### config.mk
export PLATFORM = sky130hd
export DESIGN_NAME = uart_cmd_rx_flat
export DESIGN_NICKNAME = d
export VERILOG_FILES = /design/src/rtl/uart_cmd_rx_if.sv /design/src/rtl/uart_cmd_rx.sv /design/src/flat_wrapper.sv
export SDC_FILE = /design/constraint.sdc
export NUM_CORES = 1
export LEC_CHECK = 0
export BUFFER_PORTS_ARGS = -buffer_cell sky130_fd_sc_hd__buf_2
export CAP_MARGIN = 5
export CORE_UTILIZATION = 50
export DETAILED_ROUTE_END_ITERATION = 6
export PLACE_DENSITY = 0.69
export RECOVER_POWER = 50
export SYNTH_ARGS = -nofsm -noshare
export SYNTH_HDL_FRONTEND = slang
export SYNTH_SLANG_ARGS = --single-unit
export TNS_END_PERCENT = 50
### constraint.sdc
create_clock -name clk -period 2.18 [get_ports clk]
set_input_delay 0.109 -clock clk [delete_from_list [all_inputs] [get_ports clk]]
set_output_delay 0.109 -clock clk [all_outputs]
set_load 0.02 [all_outputs]
### src/rtl/uart_cmd_rx_if.sv
// Serial line plus decoded byte/command strobes of the UART command receiver.
// The slave modport is the receiver side; master is whoever drives rx and consumes the pulses.
interface uart_cmd_rx_if;
    logic       rx;
    logic [7:0] rx_byte;
    logic       rx_valid;
    logic       frame_err;
    logic       start_cmd;
    logic       p1_cmd;
    logic       p2_cmd;
    logic       cmd_err;
    logic       busy;

    modport master (
        output rx,
        input  rx_byte, rx_valid, frame_err, start_cmd, p1_cmd, p2_cmd, cmd_err, busy
    );

    modport slave (
        input  rx,
        output rx_byte, rx_valid, frame_err, start_cmd, p1_cmd, p2_cmd, cmd_err, busy
    );
endinterface

### src/rtl/uart_cmd_rx.sv
// 8N1 oversampling UART receiver with a line decoder for the "S"/"1"/"2" remote commands.
// Define UART_CMD_NOCASE_EN to fold lowercase letters to uppercase before they reach the line buffer.
module uart_cmd_rx #(
    parameter int CLK_FREQ   = 100_000_000,
    parameter int BAUD       = 9600,
    parameter int OVERSAMPLE = 16,
    parameter int MAX_LEN    = 4
) (
    input logic           clk,
    input logic           reset,
    uart_cmd_rx_if.slave  bus
);
    localparam int DIV   = CLK_FREQ / (BAUD * OVERSAMPLE);
    localparam int DIV_W = (DIV > 1) ? $clog2(DIV) : 1;
    localparam int TC_W  = $clog2(OVERSAMPLE);
    localparam int LEN_W = $clog2(MAX_LEN + 1);
    localparam logic [DIV_W-1:0] DIV_LAST = DIV_W'(DIV - 1);
    localparam logic [TC_W-1:0]  TC_MID   = TC_W'(OVERSAMPLE / 2 - 1);
    localparam logic [TC_W-1:0]  TC_END   = TC_W'(OVERSAMPLE - 1);

    typedef enum logic [2:0] {S_IDLE, S_START, S_DATA, S_STOP, S_BREAK} state_t;

    function automatic logic [7:0] fold_case(input logic [7:0] b);
`ifdef UART_CMD_NOCASE_EN
        if (b >= 8'h61 && b <= 8'h7A) return b - 8'h20;
`endif
        return b;
    endfunction

    logic [1:0]       sync_q;
    logic             rx_s;
    logic [DIV_W-1:0] div_q, div_d;
    logic             tick;
    state_t           state_q, state_d;
    logic [TC_W-1:0]  tc_q, tc_d;
    logic [2:0]       bc_q, bc_d;
    logic [7:0]       shift_q, shift_d;
    logic [7:0]       rx_byte_q;
    logic             rx_valid_q, frame_err_q;
    logic             busy, byte_done, stop_bad;
    logic [LEN_W-1:0] len_q, len_d;
    logic [7:0]       first_q, first_d;
    logic             bad_q, bad_d;
    logic             start_q, start_d, p1_q, p1_d, p2_q, p2_d, cerr_q, cerr_d;

    assign rx_s = sync_q[1];
    assign tick = (div_q == DIV_LAST);
    // Realign the baud phase to the falling edge of each start bit.
    assign div_d = ((state_q == S_IDLE && !rx_s) || tick) ? '0 : div_q + 1'b1;

    always_ff @(posedge clk or posedge reset) begin
        if (reset) begin
            sync_q      <= 2'b11;
            div_q       <= '0;
            state_q     <= S_IDLE;
            tc_q        <= '0;
            bc_q        <= '0;
            shift_q     <= '0;
            rx_byte_q   <= '0;
            rx_valid_q  <= 1'b0;
            frame_err_q <= 1'b0;
            len_q       <= '0;
            first_q     <= '0;
            bad_q       <= 1'b0;
            start_q     <= 1'b0;
            p1_q        <= 1'b0;
            p2_q        <= 1'b0;
            cerr_q      <= 1'b0;
        end else begin
            sync_q      <= {sync_q[0], bus.rx};
            div_q       <= div_d;
            state_q     <= state_d;
            tc_q        <= tc_d;
            bc_q        <= bc_d;
            shift_q     <= shift_d;
            if (byte_done) rx_byte_q <= shift_q;
            rx_valid_q  <= byte_done;
            frame_err_q <= stop_bad;
            len_q       <= len_d;
            first_q     <= first_d;
            bad_q       <= bad_d;
            start_q     <= start_d;
            p1_q        <= p1_d;
            p2_q        <= p2_d;
            cerr_q      <= cerr_d;
        end
    end

    always_comb begin
        state_d = state_q;
        tc_d    = tc_q;
        bc_d    = bc_q;
        shift_d = shift_q;
        case (state_q)
            S_IDLE: if (!rx_s) begin
                state_d = S_START;
                tc_d    = '0;
            end
            S_START: if (tick) begin
                if (tc_q == TC_MID) begin
                    tc_d    = '0;
                    bc_d    = '0;
                    state_d = rx_s ? S_IDLE : S_DATA;
                end else tc_d = tc_q + 1'b1;
            end
            S_DATA: if (tick) begin
                if (tc_q == TC_END) begin
                    tc_d    = '0;
                    shift_d = {rx_s, shift_q[7:1]};
                    bc_d    = bc_q + 3'd1;
                    if (bc_q == 3'd7) state_d = S_STOP;
                end else tc_d = tc_q + 1'b1;
            end
            S_STOP: if (tick) begin
                if (tc_q == TC_END) begin
                    tc_d    = '0;
                    state_d = rx_s ? S_IDLE : S_BREAK;
                end else tc_d = tc_q + 1'b1;
            end
            S_BREAK: if (rx_s) state_d = S_IDLE;
            default: state_d = S_IDLE;
        endcase
    end

    always_comb begin
        busy      = (state_q != S_IDLE);
        byte_done = (state_q == S_STOP) && tick && (tc_q == TC_END) && rx_s;
        stop_bad  = (state_q == S_STOP) && tick && (tc_q == TC_END) && !rx_s;
    end

    // Only buf[0] is ever decoded, so the line buffer keeps just its first slot plus the length.
    always_comb begin
        len_d   = len_q;
        first_d = first_q;
        bad_d   = bad_q;
        start_d = 1'b0;
        p1_d    = 1'b0;
        p2_d    = 1'b0;
        cerr_d  = 1'b0;
        if (rx_valid_q) begin
            if (rx_byte_q == 8'h0D || rx_byte_q == 8'h0A) begin
                if (len_q != '0 || bad_q) begin
                    if (!bad_q && len_q == LEN_W'(1)) begin
                        case (first_q)
                            8'h53:   start_d = 1'b1;
                            8'h31:   p1_d    = 1'b1;
                            8'h32:   p2_d    = 1'b1;
                            default: cerr_d  = 1'b1;
                        endcase
                    end else cerr_d = 1'b1;
                end
                len_d = '0;
                bad_d = 1'b0;
            end else if (rx_byte_q == 8'h08) begin
                if (len_q != '0) len_d = len_q - 1'b1;
            end else if (len_q < LEN_W'(MAX_LEN)) begin
                if (len_q == '0) first_d = fold_case(rx_byte_q);
                len_d = len_q + 1'b1;
            end else bad_d = 1'b1;
        end
        if (frame_err_q) bad_d = 1'b1;
    end

    assign bus.rx_byte   = rx_byte_q;
    assign bus.rx_valid  = rx_valid_q;
    assign bus.frame_err = frame_err_q;
    assign bus.start_cmd = start_q;
    assign bus.p1_cmd    = p1_q;
    assign bus.p2_cmd    = p2_q;
    assign bus.cmd_err   = cerr_q;
    assign bus.busy      = busy;
endmodule

### src/flat_wrapper.sv
// flat-port wrapper written by rule: the top's interface ports become plain ports
module uart_cmd_rx_flat 
#(
    parameter int CLK_FREQ   = 100_000_000,
    parameter int BAUD       = 9600,
    parameter int OVERSAMPLE = 16,
    parameter int MAX_LEN    = 4
)
  (clk, reset, bus_rx, bus_rx_byte, bus_rx_valid, bus_frame_err, bus_start_cmd, bus_p1_cmd, bus_p2_cmd, bus_cmd_err, bus_busy);
  uart_cmd_rx_if bus_i ();
  input logic clk;
  input logic reset;
  input wire logic [$bits(bus_i.rx)-1:0] bus_rx;
  output wire logic [$bits(bus_i.rx_byte)-1:0] bus_rx_byte;
  output wire logic [$bits(bus_i.rx_valid)-1:0] bus_rx_valid;
  output wire logic [$bits(bus_i.frame_err)-1:0] bus_frame_err;
  output wire logic [$bits(bus_i.start_cmd)-1:0] bus_start_cmd;
  output wire logic [$bits(bus_i.p1_cmd)-1:0] bus_p1_cmd;
  output wire logic [$bits(bus_i.p2_cmd)-1:0] bus_p2_cmd;
  output wire logic [$bits(bus_i.cmd_err)-1:0] bus_cmd_err;
  output wire logic [$bits(bus_i.busy)-1:0] bus_busy;
  assign bus_i.rx = bus_rx;
  assign bus_rx_byte = bus_i.rx_byte;
  assign bus_rx_valid = bus_i.rx_valid;
  assign bus_frame_err = bus_i.frame_err;
  assign bus_start_cmd = bus_i.start_cmd;
  assign bus_p1_cmd = bus_i.p1_cmd;
  assign bus_p2_cmd = bus_i.p2_cmd;
  assign bus_cmd_err = bus_i.cmd_err;
  assign bus_busy = bus_i.busy;
  uart_cmd_rx #(.CLK_FREQ(CLK_FREQ), .BAUD(BAUD), .OVERSAMPLE(OVERSAMPLE), .MAX_LEN(MAX_LEN)) u_core (.clk(clk), .reset(reset), .bus(bus_i));
endmodule
==> metrics, run 1 <==
status complete, no violations; fin util roughly three fifths; ys async rst share 100.0%; CP Launch Type register; IO Count 18; via/cell ratio around 5.5; max-cap viol count 0; Max clock buf depth 2; Worst Path Required 2.39 ns; core area roughly 5300 µm²; final setup vio count 0; Syn Area/Cell about 11 µm²; Worst-Skew Late Latency approximately 0.31 ns; Slew @ Worst Pin roughly 1.1 ns; number of diodes 0; Pwr per Cell Area 529.7 nW/µm²; Inst Count DP about 340; flop-to-flop setup slack between 0.2 and 0.25 ns; first-pass GRT wire length between 8 and 9 mm; Yosys reg bits 56; dpl hpwl about 3.6 mm; Post-Syn Nets between 200 and 300; initial antenna violation count 0; synth warn 0; Reg clk slew, reported paths about 0.10 ns; drt pass-1 iters 4; post-synthesis sequential area ratio 50.00%; pre-CTS setup slack between 0.15 and 0.2 ns; wire length per cell ~14 µm; Crit Path Class register to register; share of cells above drive strength 1 around a quarter; # DRC 0; Non-Filler Instances 349; cell count after synthesis between 200 and 250; Synth Cell Area 2808 µm²; max frequency 506.8 MHz; Initial Utilization 53.28%; Distinct cells, synth between 50 and 60; Arr. time, crit path 2.18 ns; chip width about 77 µm; 1st-iter DRT viols 134; FF-to-FF Start u_core.div_q[0]$_DFF_PP0_; CTS sink cnt 56; Die Ht 76.94 µm; vias in the first global route 1825; via count ~1.9k; Tcrit/Tclk final between 90% and 100%; Crit. End Element register; crit path time final just under 2 ns; layout net count 290; commonest cells after routing, fill and taps aside dfrtp_1, mux2_2, nand2_1, nor2_1; Primary FF master, synth dfrtp_1; gpl congestion around 0.78; row cnt 26; GRT Resource Usage Total about 18%; final setup TNS 0 ns; RSZ-0062 raised after global routing false; VDD IR max between 0.5 and 0.6 mV; relative slew slack roughly 29%; Max Slew Vio Count 0; routed wire length a little under 5 mm; Root Buffer clkbuf_8; Layout area overhead 11.45%; Final Hold Viols 0; skew final approximately 0.0066 ns; Die ar. about 6000 µm²; htree depth 2; commonest non-fill, non-tap cell in the layout dfrtp_1; Reg2Reg Depth 7; Inserted Clock Buffers 5; post-route antenna net violation count 0; worst r2r dst u_core.bc_q[0]$_DFFE_PP0P_; CTS tree built; Hold Path Class input pin to asynchronous set/reset pin; leakage ~1.5 nW; Post-synth EDFFs 0; post-route setup slack about 0.21 ns; number of fill cells 460; GRT overflow 0; crit-path max FO 6; pin count of the biggest net entering global routing 35; PortBufs 17
[final cells by class]
cell class | count | area, µm² | area share, %
inverter | 12 | 45.04 | 1.439
clock inverter | 3 | 25.02 | 0.7997
timing repair buffer | 30 | 175.2 | 5.598
multi-input combinational | 173 | 1324 | 42.30
tap | 70 | 87.58 | 2.799
sequential | 56 | 1404 | 44.86
clock buffer | 5 | 68.82 | 2.199
[metal layers]
| layer | vias up | track usage, % | share of wire [%] |
|---|---|---|---|
| met5 | - | 0 | 0 |
| met4 | 0 | 6.346 | 1.1 |
| met3 | 6 | 3.690 | 2.4 |
| met2 | 21 | 27.68 | 44 |
| met1 | 938 | 26.48 | 52 |
| li1 | 953 | - | - |
[registers in the layout, indices dropped and copies added (netlist names)]
signal,count
u_core.bus.p1_cmd,1
u_core.tc_q,4
u_core.div_q,10
u_core.sync_q,2
u_core.bus.cmd_err,1
u_core.bad_q,1
u_core.shift_q,8
u_core.first_q,8
u_core.state_q,3
u_core.bus.p2_cmd,1
u_core.len_q,3
u_core.bus.start_cmd,1
u_core.bus.rx_valid,1
u_core.bc_q,3
u_core.bus.frame_err,1
u_core.bus.rx_byte,8
[per-stage QoR]
stage / hold WS [ns] / area, µm² / total power, W
2_1_floorplan: 0.1135 / 2808 / 0.001079
3_3_place_gp: -0.04353 / 3027 / 0.001090
3_5_place_dp: -0.04090 / 3027 / 0.001090
4_1_cts: 0.1567 / 3141 / 0.001680
5_1_grt: 0.1847 / 3129 / 0.001731
6_report: 0.1742 / 3129 / 0.001658
[repair_timing]
action	4_1_cts	5_1_grt
resized for setup	0	1
hold buffers	2	0
endpoints found under the hold margin	55	0
setup buffers	0	0
endpoints found under the setup margin	0	3
[critical path: stages, from the launching register on]
cell	delay, ns
dfrtp_1	0.44
inv_1	0.07
ha_1	0.13
nand3b_1	0.14
buf_4	0.20
nor4_4	0.35
nand3_2	0.19
mux2_1	0.34
[kinds of logic after synthesis]
kind of cell,synth area share (%)
adder cells (fa/ha/maj),4.011
buffers and inverters,2.896
AND/OR/NAND/NOR,20.23
flip-flops,50.00
XOR/XNOR,2.496
multiplexers,11.94
AO/OA/AOI/OAI,8.423
[power breakdown]
group	switching, W	internal [W]	total (W)	leakage (nW)
clock	0.000353	0.000235	0.000588	0.0452
sequential	0.00000233	0.00104	0.00104	0.761
combinational	0.0000207	0.00000484	0.0000255	0.674
total	0.000376	0.00128	0.00166	1.48
[synth_stat cells, drive strengths merged (3+ instances only)]
library cell  number  area share [%]
a21oi              4            0.71
a31oi              4            0.89
and2               3            0.67
buf                4            0.89
clkbuf             3            0.40
dfrtp             54              48
ha                 9             4.0
inv               12             1.6
mux2              28              11
nand2             18             2.4
nand2b             3            0.67
nand3             12             2.3
nand3b             4             1.1
nor2              19             2.6
nor2b              4            0.89
nor3               5            0.89
nor3b              3            0.80
nor4               7             2.6
o21ai              4            0.71
xnor2              6             1.9
[worst max-delay path by stage]
stage	start	end	cells past startpoint
finish	u_core.div_q[0]$_DFF_PP0_	u_core.bc_q[0]$_DFFE_PP0P_	7
global route	u_core.div_q[0]$_DFF_PP0_	u_core.shift_q[2]$_DFFE_PP0P_	6
CTS	u_core.div_q[0]$_DFF_PP0_	u_core.bus.rx_byte[6]$_DFFE_PP0P_	6
detailed placement	u_core.div_q[0]$_DFF_PP0_	u_core.bus.rx_byte[2]$_DFFE_PP0P_	6
global placement	u_core.div_q[0]$_DFF_PP0_	u_core.bus.rx_byte[1]$_DFFE_PP0P_	6
floorplan	u_core.div_q[0]$_DFF_PP0_	u_core.bus.rx_byte[1]$_DFFE_PP0P_	7
No activity file was read; power rests on OpenSTA's default activity.
==> inputs of run 2 (changes only) <==
MAX_ROUTING_LAYER = met4   (was default)
PLACE_DENSITY = 0.71   (was 0.69)
clock period = 1.8 ns   (was 2.18 ns; I/O delays follow)
==> run 2 against run 1 <==
Clock power is 26% higher. Total power up 23%. The flow now finishes with violations (negative setup slack). Global-route usage up 4.1 points. Sequential share of layout area fell by 6.2 points. Combinational power increased by 23%. Die area did not move. Critical endpoint is now u_core.shift_q[1]$_DFFE_PP0P_. Critical path type unchanged. Clock-buffer cell count unchanged.
==> metrics, run 2 (same netlist as run 1, synthesis figures left out) <==
GR met2 Demand/Resource 35.98% (+8.3 points); max-cap viol count 0 (unchanged); violated checks negative setup slack; status complete, but fails checks; Hold Path Class register to register; FF-to-FF Start u_core.div_q[0]$_DFF_PP0_; Die ar. 5919 µm² (unchanged); Tcrit/Tclk final 106.9% (+16 points); Worst Hold Depth 0; vias in the first global route 2131 (+17%); Worst Path Required 2.02 ns (-0.37 ns); number of fill cells 403 (-12%); routed wire length 6.022 mm (+24%); commonest non-fill, non-tap cell in the layout dfrtp_1; CP max stage cell dfrtp_1; Power, Total 0.002041 W (+23%); via/cell ratio 5.572 (+1.4%); Initial Utilization 53.28% (unchanged); footprint of the multi-input gates 1503 µm² (+14%); register area 1406 µm² (+0.18%); dpl hpwl 4.113 mm (+15%); Crit. End Element register; via count 2162 (+13%); 1st-iter DRT viols 150 (+12%); skew final 0.01201 ns (+0.005398 ns); core area 5270 µm² (unchanged); crit path time final 1.924 ns (-0.04951 ns); Worst-Skew Late Latency 0.32 ns (about the same); drt pass-1 iters 5 (+1); Inserted Clock Buffers 5 (unchanged); fin util 69.04% (+9.7 points); pin count of the biggest net entering global routing 35 (unchanged); final setup vio count 30 (+30); HP Start u_core.sync_q[0]$_DFF_PP1_; Root Buffer clkbuf_8; commonest cells after routing, fill and taps aside dfrtp_1, buf_4, mux2_4, nor2_1, nand2_1; PortBufs 17 (unchanged); relative slew slack 45.37% (+16 points); # DRC 0 (unchanged); final setup TNS -2.172 ns (-2.172 ns); crit-path max cell delay 0.39 ns (-0.05 ns); Arr. time, crit path 2.15 ns (-0.03 ns); number of diodes 0 (unchanged); DP Area 3338 µm² (+10%); layer with the highest usage met2; critical path, cell by cell inv_1 > ha_2 > nand3b_1 > nor4_4 > and2_4 > buf_12 > mux2_4; CTS sink cnt 56 (unchanged); CP Launch Type register; post-route setup slack -0.1238 ns (-0.3305 ns); share of cells above drive strength 1 39.94% (+14 points); register name with the most flops u_core.div_q; met1 usage 28.99% (+2.5 points); Pwr per Cell Area 560.8 nW/µm² (+5.9%); Reg2Reg Depth 7 (unchanged); CTS tree built; WHS Endpoint u_core.sync_q[1]$_DFF_PP1_; crit-path max FO 8 (+2); CP bufs+invs 2 (unchanged); leakage 1.722 nW (+16%); VDD IR max 0.4571 mV (-14%); layout net count 329 (+13%); post-route antenna net violation count 0 (unchanged); flop-to-flop setup slack -0.12 ns (-0.33 ns); first-pass GRT wire length 10.14 mm (+17%); max frequency 519.8 MHz (+2.6%); Final Hold Viols 0 (unchanged); Max Slew Vio Count 0 (unchanged); chip width 76.94 µm (unchanged); RSZ-0062 raised after global routing true; GRT Resource Usage Total 22.48% (+4.1 points); initial antenna violation count 0 (unchanged); max reg flops 10 (unchanged); Layout area overhead 29.59%; row cnt 26 (unchanged); Crit Path Class register to register; hold slack final 0.3629 ns (+0.1887 ns); post-route cell area 3638 µm² (+16%); Slew @ Worst Pin 0.8186 ns (-0.2443 ns); worst r2r dst u_core.shift_q[1]$_DFFE_PP0P_; GRT overflow 0 (unchanged); met3 Usage GRT 5.119% (+1.4 points); delay-heaviest family, CP simple AND/OR/NAND/NOR gates; gpl congestion 0.8267 (+6.5%); Reg clk slew, reported paths 0.11 ns (about the same); htree depth 2 (unchanged); Die Ht 76.94 µm (unchanged); wire length per cell 15.52 µm (+11%); IO Count 18 (unchanged); Max clock buf depth 2 (unchanged)
run 2: worst reg2reg max path, cell delays in order (launching register included):
cell	delay, ns
dfrtp_1	0.39
inv_1	0.06
ha_2	0.17
nand3b_1	0.15
nor4_4	0.39
and2_4	0.23
buf_12	0.13
mux2_4	0.31
run 2: worst max-delay path by stage:
stage / from / end / slack (ns) / depth (start not counted)
floorplan: u_core.bus.rx_byte[4]$_DFFE_PP0P_ / u_core.len_q[1]$_DFFE_PP0P_ / -0.03 / 4
global placement: u_core.div_q[0]$_DFF_PP0_ / u_core.tc_q[0]$_DFFE_PP0P_ / -0.02 / 7
detailed placement: u_core.div_q[0]$_DFF_PP0_ / u_core.state_q[1]$_DFFE_PP0P_ / -0.07 / 8
CTS: u_core.div_q[0]$_DFF_PP0_ / u_core.state_q[1]$_DFFE_PP0P_ / -0.08 / 8
global route: u_core.div_q[0]$_DFF_PP0_ / u_core.shift_q[5]$_DFFE_PP0P_ / -0.25 / 7
finish: u_core.div_q[0]$_DFF_PP0_ / u_core.shift_q[1]$_DFFE_PP0P_ / -0.12 / 7
run 2: power by group:
group,switching (W),leakage [nW],internal [W]
sequential,0.00000429,0.757,0.00126
clock,0.000458,0.0452,0.000285
combinational,0.0000252,0.919,0.00000606
run 2: metal layers:
layer	part of all wire, %	vias to the layer above
li1	-	1034
met1	47	1086
met2	48	33
met3	3.4	9
met4	1.4	0
met5	0	-
run 2: stage by stage:
| stage | setup WS, ns | std cells |
|---|---|---|
| final | -0.1238 | 388 |
| after CTS | -0.07735 | 383 |
| after floorplan | -0.03356 | 248 |
| after global routing | -0.2509 | 388 |
| after detailed placement | -0.06556 | 370 |
| after global placement | -0.02000 | 370 |
run 2: cell type report:
cell class	count	area share, %
Multi-Input combinational cell	174	41.30
Sequential cell	56	38.65
Timing Repair Buffer	68	13.82
Tap cell	70	2.407
Clock buffer	5	1.891
Inverter	12	1.238
Clock inverter	3	0.6878
run 2: timing repair:
| item | in CTS | in global routing |
|---|---|---|
| setup endpoints to repair | 24 | 51 |
| cloned | 0 | 1 |
| buffers inserted | 4 | 5 |
| hold buffers | 2 | 0 |
| pin swaps | 10 | 13 |
| resized for setup | 13 | 24 |
| hold endpoints to repair | 21 | 0 |
